<file path="config.mk">
export PLATFORM = sky130hd
export DESIGN_NAME = timer_sequencer_flat
export DESIGN_NICKNAME = d
export VERILOG_FILES = /design/src/rtl/timer_sequencer_pkg.sv /design/src/rtl/timer_sequencer_if.sv /design/src/rtl/timer_sequencer_key_repeat.sv /design/src/rtl/timer_sequencer.sv /design/src/flat_wrapper.sv
export SDC_FILE = /design/constraint.sdc
export NUM_CORES = 1
export LEC_CHECK = 0
export CORE_MARGIN = 2
export CORE_UTILIZATION = 43
export CTS_CLUSTER_DIAMETER = 30
export CTS_CLUSTER_SIZE = 25
export DETAILED_ROUTE_END_ITERATION = 8
export PLACE_DENSITY = 0.67
export SLEW_MARGIN = 15
export SYNTH_ARGS = -nofsm -noshare
export SYNTH_HDL_FRONTEND = slang
export SYNTH_HIERARCHICAL = 1
export SYNTH_SLANG_ARGS = --single-unit
</file>
<file path="constraint.sdc">
create_clock -name CLK -period 3.7 [get_ports CLK]
set_input_delay 0.74 -clock CLK [delete_from_list [all_inputs] [get_ports CLK]]
set_output_delay 0.74 -clock CLK [all_outputs]
set_load 0.02 [all_outputs]
</file>
<file path="src/rtl/timer_sequencer_pkg.sv">
// timer_sequencer_pkg: shared state/direction encodings and default timing constants.
package timer_sequencer_pkg;
    typedef enum logic [1:0] {
        ST_IDLE  = 2'd0,
        ST_RUN   = 2'd1,
        ST_PAUSE = 2'd2,
        ST_ALARM = 2'd3
    } state_t;

    localparam logic DIR_UP   = 1'b0;
    localparam logic DIR_DOWN = 1'b1;

    localparam logic [6:0] ALARM_SECS_DEF = 7'd60;
    localparam logic [2:0] REP_DLY_DEF    = 3'd2;
endpackage

</file>
<file path="src/rtl/timer_sequencer_if.sv">
// timer_sequencer_if: button/tick inputs and datapath commands of the timer sequencer.
interface timer_sequencer_if;
    import timer_sequencer_pkg::*;
    logic   START_P, STOP_P, M_P, S_P, M_HELD, S_HELD, UP_DOWN_P;
    logic   ONE_SEC_PULSE, HALF_SEC_PULSE, TIME_ZERO, TIME_MAX;
    state_t STATE;
    logic   INC_MIN, INC_SEC, CLR_TIME, CNT_TICK, CNT_DIR, ARM_EN, BLINK;
    modport master (
        output START_P, STOP_P, M_P, S_P, M_HELD, S_HELD, UP_DOWN_P,
               ONE_SEC_PULSE, HALF_SEC_PULSE, TIME_ZERO, TIME_MAX,
        input  STATE, INC_MIN, INC_SEC, CLR_TIME, CNT_TICK, CNT_DIR, ARM_EN, BLINK
    );
    modport slave (
        input  START_P, STOP_P, M_P, S_P, M_HELD, S_HELD, UP_DOWN_P,
               ONE_SEC_PULSE, HALF_SEC_PULSE, TIME_ZERO, TIME_MAX,
        output STATE, INC_MIN, INC_SEC, CLR_TIME, CNT_TICK, CNT_DIR, ARM_EN, BLINK
    );
endinterface

</file>
<file path="src/rtl/timer_sequencer_key_repeat.sv">
// key_repeat: single-press increment plus hold-to-repeat after REP_DLY half-second ticks.
module key_repeat
    import timer_sequencer_pkg::*;
#(
    parameter logic [2:0] REP_DLY = REP_DLY_DEF
) (
    input  logic CLK,
    input  logic RES,
    input  logic P,
    input  logic HELD,
    input  logic HALF_SEC_PULSE,
    input  logic EN,
    output logic INC
);
    logic [2:0] cnt_q, cnt_d;
    logic       inc_q, inc_d;

    always_comb begin
        cnt_d = !HELD ? 3'd0 : (HALF_SEC_PULSE && cnt_q < REP_DLY) ? cnt_q + 3'd1 : cnt_q;
        inc_d = EN && (P || (HELD && HALF_SEC_PULSE && cnt_q >= REP_DLY));
    end

    always_ff @(posedge CLK) begin
        if (RES) begin
            cnt_q <= 3'd0;
            inc_q <= 1'b0;
        end else begin
            cnt_q <= cnt_d;
            inc_q <= inc_d;
        end
    end

    assign INC = inc_q;
endmodule

</file>
<file path="src/rtl/timer_sequencer.sv">
// timer_sequencer: IDLE/RUN/PAUSE/ALARM mode controller issuing one-cycle datapath commands.
module timer_sequencer
    import timer_sequencer_pkg::*;
#(
    parameter logic [6:0] ALARM_SECS = ALARM_SECS_DEF,
    parameter logic [2:0] REP_DLY    = REP_DLY_DEF
) (
    input  logic               CLK,
    input  logic               RES,
    timer_sequencer_if.slave   bus
);
    state_t     state_q;
    logic       clr_q, tick_q, dir_q, arm_q, blink_q;
    logic [6:0] acnt_q;
    logic       start_ok, key_en, alarm_done;

    // A down-count start from 00:00 would alarm immediately, so it is refused.
    assign start_ok   = !(dir_q == DIR_DOWN && bus.TIME_ZERO);
    assign key_en     = state_q == ST_IDLE && !bus.STOP_P && !(bus.START_P && start_ok);
    assign alarm_done = bus.ONE_SEC_PULSE && (acnt_q + 7'd1 >= ALARM_SECS);

    always_ff @(posedge CLK) begin
        if (RES) begin
            state_q <= ST_IDLE;
            clr_q   <= 1'b0;
            tick_q  <= 1'b0;
            dir_q   <= DIR_DOWN;
            arm_q   <= 1'b0;
            blink_q <= 1'b0;
            acnt_q  <= 7'd0;
        end else begin
            clr_q  <= 1'b0;
            tick_q <= 1'b0;
            case (state_q)
                ST_IDLE:
                    if (bus.STOP_P) clr_q <= 1'b1;
                    else if (bus.START_P && start_ok) state_q <= ST_RUN;
                    else if (bus.UP_DOWN_P) dir_q <= ~dir_q;
                ST_RUN:
                    if (bus.STOP_P) state_q <= ST_PAUSE;
                    else if (dir_q == DIR_DOWN ? bus.TIME_ZERO : bus.ONE_SEC_PULSE && bus.TIME_MAX) begin
                        state_q <= ST_ALARM;
                        arm_q   <= 1'b1;
                    end else tick_q <= bus.ONE_SEC_PULSE;
                ST_PAUSE:
                    if (bus.STOP_P) begin
                        state_q <= ST_IDLE;
                        clr_q   <= 1'b1;
                        blink_q <= 1'b0;
                    end else if (bus.START_P) begin
                        state_q <= ST_RUN;
                        blink_q <= 1'b0;
                    end else if (bus.HALF_SEC_PULSE) blink_q <= ~blink_q;
                ST_ALARM:
                    if (bus.STOP_P || bus.START_P || alarm_done) begin
                        state_q <= ST_IDLE;
                        arm_q   <= 1'b0;
                        blink_q <= 1'b0;
                        acnt_q  <= 7'd0;
                    end else begin
                        acnt_q  <= acnt_q + {6'd0, bus.ONE_SEC_PULSE};
                        blink_q <= blink_q ^ bus.HALF_SEC_PULSE;
                    end
                default: state_q <= ST_IDLE;
            endcase
        end
    end

    key_repeat #(.REP_DLY(REP_DLY)) u_min (
        .CLK(CLK), .RES(RES), .P(bus.M_P), .HELD(bus.M_HELD),
        .HALF_SEC_PULSE(bus.HALF_SEC_PULSE), .EN(key_en), .INC(bus.INC_MIN)
    );

    key_repeat #(.REP_DLY(REP_DLY)) u_sec (
        .CLK(CLK), .RES(RES), .P(bus.S_P), .HELD(bus.S_HELD),
        .HALF_SEC_PULSE(bus.HALF_SEC_PULSE), .EN(key_en), .INC(bus.INC_SEC)
    );

    assign bus.STATE    = state_q;
    assign bus.CLR_TIME = clr_q;
    assign bus.CNT_TICK = tick_q;
    assign bus.CNT_DIR  = dir_q;
    assign bus.ARM_EN   = arm_q;
    assign bus.BLINK    = blink_q;
endmodule

</file>
<file path="src/flat_wrapper.sv">
// flat-port wrapper written by rule: the top's interface ports become plain ports
module timer_sequencer_flat import timer_sequencer_pkg::*;
#(
    parameter logic [6:0] ALARM_SECS = ALARM_SECS_DEF,
    parameter logic [2:0] REP_DLY    = REP_DLY_DEF
)
  (CLK, RES, bus_START_P, bus_STOP_P, bus_M_P, bus_S_P, bus_M_HELD, bus_S_HELD, bus_UP_DOWN_P, bus_ONE_SEC_PULSE, bus_HALF_SEC_PULSE, bus_TIME_ZERO, bus_TIME_MAX, bus_STATE, bus_INC_MIN, bus_INC_SEC, bus_CLR_TIME, bus_CNT_TICK, bus_CNT_DIR, bus_ARM_EN, bus_BLINK);
  timer_sequencer_if bus_i ();
  input  logic CLK;
  input  logic RES;
  input wire logic [$bits(bus_i.START_P)-1:0] bus_START_P;
  input wire logic [$bits(bus_i.STOP_P)-1:0] bus_STOP_P;
  input wire logic [$bits(bus_i.M_P)-1:0] bus_M_P;
  input wire logic [$bits(bus_i.S_P)-1:0] bus_S_P;
  input wire logic [$bits(bus_i.M_HELD)-1:0] bus_M_HELD;
  input wire logic [$bits(bus_i.S_HELD)-1:0] bus_S_HELD;
  input wire logic [$bits(bus_i.UP_DOWN_P)-1:0] bus_UP_DOWN_P;
  input wire logic [$bits(bus_i.ONE_SEC_PULSE)-1:0] bus_ONE_SEC_PULSE;
  input wire logic [$bits(bus_i.HALF_SEC_PULSE)-1:0] bus_HALF_SEC_PULSE;
  input wire logic [$bits(bus_i.TIME_ZERO)-1:0] bus_TIME_ZERO;
  input wire logic [$bits(bus_i.TIME_MAX)-1:0] bus_TIME_MAX;
  output wire logic [$bits(bus_i.STATE)-1:0] bus_STATE;
  output wire logic [$bits(bus_i.INC_MIN)-1:0] bus_INC_MIN;
  output wire logic [$bits(bus_i.INC_SEC)-1:0] bus_INC_SEC;
  output wire logic [$bits(bus_i.CLR_TIME)-1:0] bus_CLR_TIME;
  output wire logic [$bits(bus_i.CNT_TICK)-1:0] bus_CNT_TICK;
  output wire logic [$bits(bus_i.CNT_DIR)-1:0] bus_CNT_DIR;
  output wire logic [$bits(bus_i.ARM_EN)-1:0] bus_ARM_EN;
  output wire logic [$bits(bus_i.BLINK)-1:0] bus_BLINK;
  assign bus_i.START_P = bus_START_P;
  assign bus_i.STOP_P = bus_STOP_P;
  assign bus_i.M_P = bus_M_P;
  assign bus_i.S_P = bus_S_P;
  assign bus_i.M_HELD = bus_M_HELD;
  assign bus_i.S_HELD = bus_S_HELD;
  assign bus_i.UP_DOWN_P = bus_UP_DOWN_P;
  assign bus_i.ONE_SEC_PULSE = bus_ONE_SEC_PULSE;
  assign bus_i.HALF_SEC_PULSE = bus_HALF_SEC_PULSE;
  assign bus_i.TIME_ZERO = bus_TIME_ZERO;
  assign bus_i.TIME_MAX = bus_TIME_MAX;
  assign bus_STATE = bus_i.STATE;
  assign bus_INC_MIN = bus_i.INC_MIN;
  assign bus_INC_SEC = bus_i.INC_SEC;
  assign bus_CLR_TIME = bus_i.CLR_TIME;
  assign bus_CNT_TICK = bus_i.CNT_TICK;
  assign bus_CNT_DIR = bus_i.CNT_DIR;
  assign bus_ARM_EN = bus_i.ARM_EN;
  assign bus_BLINK = bus_i.BLINK;
  timer_sequencer #(.ALARM_SECS(ALARM_SECS), .REP_DLY(REP_DLY)) u_core (.CLK(CLK), .RES(RES), .bus(bus_i));
endmodule
</file>
==> out/results.ini <==
[layout]
final_area_um2=1460
final_layout_size_suffix_gt1_share_pct=7.05
utilization_pct=53.5
nets=174
area_growth_syn_to_layout_pct=18.2
num_antenna_cells=0
fillerInstances=260

[critical_path]
cp.required_ps=2960
crit_buf_inv=1
path_cells=clkdlybuf4s50_1
end_kind=output pin
r2r_cells=4
critPathMaxFanout=10
r2r_start=u_core/acnt_q[3]
critPathTopFamily=buffers and inverters
critPathMaxStageDelay_ps=670
worst_setup_path_start_kind=flop
r2r_slack_ps=2070
worst-setup-path-type=flop to output pin
reg2reg_to=u_core/bus.STATE[0]
worstPathArrival_ps=1510
path_depth=1
critPathSlowestCell=clkdlybuf4s50_1

[floorplan]
start_util_pct=45.2
dieWidth_um=57.6
die_area_um2=3320
ios=22
coreArea_um2=2730
die_y_um=57.6
rows=19

[min_path]
holdPathEnd=u_core/u_min/cnt_q[2]
hp-start=u_core/u_min/cnt_q[2]
hp-class=flop to flop
hold_depth=2

[clock_tree]
cts_max_level=1
clock_latency_ps=310
post_cts_resized=0
clock-sinks=22
cts_setup_buffers=0
ctsHoldBuffers=0
root_buffer=clkbuf_4
clk_pin_slew_ps=130
clk_path_buf_depth=2
cts_tree=yes
cts_made_buffers=3

[job]
max-cap-violations=0

[sta]
slew_headroom_pct=48.8
slew_viol_final=0
post-route-period-util_pct=60.8
tightest_slew_ps=765
setup_tns_ps=0
finClkSkew_ps=0.927
max_freq_mhz=445
hold_viol_final=0
rsz0062_at_grt=false
setup-violations-final=0
fin_ws_ps=1450
min_period_ps=2250

[place]
dp_slack_ps=1260
port_buffers=21
place.gp.congestion=0.767
hpwl_mm=1.84
dpl_cell_area_um2=1430

[logic_synthesis]
synth_cell_type_count=40
yosysSeqAreaShare_pct=35.6
yosys.area.top_type=dfxtp_1
netlist_area_um2=1240
ys_ff_latch=22
yosys-top-cells-area=dfxtp_1 36%, a21oi_1 5.3%, o2111ai_1 5.0%
avgSynthCellArea_um2=8.83
synth_nets=157
syn_inst=140
yosys_warnings=6
synth-async-reset-ratio_pct=0
yosysTopAreaCellShare_pct=35.6
synth_common_cells=22 x dfxtp_1, 13 x a21oi_1, 13 x nand2_1
yosysMostFrequentCell=dfxtp_1
ys.flop_type=dfxtp_1
synth_edf_count=0

[drt]
drt_iter0_drc=20
drc_errors=0
post_drt_wl_per_cell_um=14.1
wl_mm=2.63
drt_first_pass_iters=4
postRouteAntennaNets=0
vias_per_cell=5.99
dr_total_vias=1121

[power_and_ir_drop]
power_uw=446
ir_drop_v=0.000198
power_density_nw_per_um2=305
p_leak_nw=0.466

[grt]
grtUsageTotal_pct=16.7
grt_first_pass_wirelength_mm=4.43
grt_pass1_vias=1029
antenna_found_initial=0
grt_start_max_net_pins=23
grt-ovfl-total=0

[run_status]
status=finished clean

==> sequential cells by signal, indices dropped and copies added, names as in the netlist <==
signal               flops
u_core/acnt_q            7
u_core/bus.ARM_EN        1
u_core/bus.BLINK         1
u_core/bus.CLR_TIME      1
u_core/bus.CNT_DIR       1
u_core/bus.CNT_TICK      1
u_core/bus.STATE         2
u_core/u_min/INC         1
u_core/u_min/cnt_q       3
u_core/u_sec/INC         1
u_core/u_sec/cnt_q       3
==> kinds of logic (layout without fill, tap and decap cells) <==
kind of cell | count (synthesis) | count (layout) | share of synthesized area, %
adders and majority gates | 4 | 4 | 4.05
AOI/OAI and AO/OA | 44 | 44 | 27.3
and+or+nand+nor | 49 | 49 | 23.1
DFF | 22 | 22 | 35.6
xor gates and xnor gates | 1 | 1 | 0.709
muxes | 2 | 2 | 1.62
buffers and inverters | 18 | 34 | 7.59
==> report_power, final <==
| part | internal (mW) | switching (mW) |
|---|---|---|
| logic | 0.0308 | 0.0326 |
| registers | 0.242 | 0.00535 |
| clock network | 0.0600 | 0.0755 |
| total | 0.333 | 0.113 |
==> final cells by class <==
cell class	count	area, um2	area share [%]
timing repair buffer	21	210	14.4
sequential	22	440	30.1
multi-input combinational	100	702	48.0
tap	31	38.8	2.65
clock buffer	4	36.3	2.48
inverter	9	33.8	2.31
==> worst max-delay path by stage <==
stage                        startpoint                to  slack, ps
global placement      bus_ONE_SEC_PULSE  u_core/acnt_q[4]       1360
global route        u_core/bus.STATE[1]      bus_STATE[1]       1380
CTS                 u_core/bus.STATE[0]      bus_STATE[0]       1430
detailed placement    bus_ONE_SEC_PULSE  u_core/acnt_q[4]       1260
floorplan             bus_ONE_SEC_PULSE  u_core/acnt_q[2]       2080
finish              u_core/bus.STATE[1]      bus_STATE[1]       1450
==> per-layer routing <==
metal / up-vias / wire length, um / global-route usage, % / part of all wire, %
met3: 2 / 122 / 2.01 / 4.6
met5: - / 0 / 0 / 0
met2: 31 / 1270 / 28.6 / 48
met1: 533 / 1220 / 21.1 / 46
li1: 555 / - / - / -
met4: 0 / 16 / 6.98 / 0.61
==> per-stage QoR <==
| step | std cells | hold slack (ps) |
|---|---|---|
| floorplan | 140 | 443 |
| global placement | 183 | 459 |
| detailed placement | 183 | 486 |
| CTS | 187 | 503 |
| global route | 187 | 541 |
| finish | 187 | 511 |
==> placed cells by master (no fill, tap or decap), types with 4 or more instances in the layout <==
| cell | synthesis | layout |
|---|---|---|
| nand2_1 | 13 | 13 |
| inv_1 | 9 | 9 |
| nand3b_1 | 6 | 6 |
| nor3_1 | 7 | 7 |
| ha_1 | 4 | 4 |
| o2111ai_1 | 7 | 7 |
| dfxtp_1 | 22 | 22 |
| clkdlybuf4s50_1 | 0 | 21 |
| o211ai_1 | 6 | 6 |
| a31oi_1 | 6 | 6 |
| a21oi_1 | 13 | 13 |
Note: power is estimated with default switching activity, not from simulation.
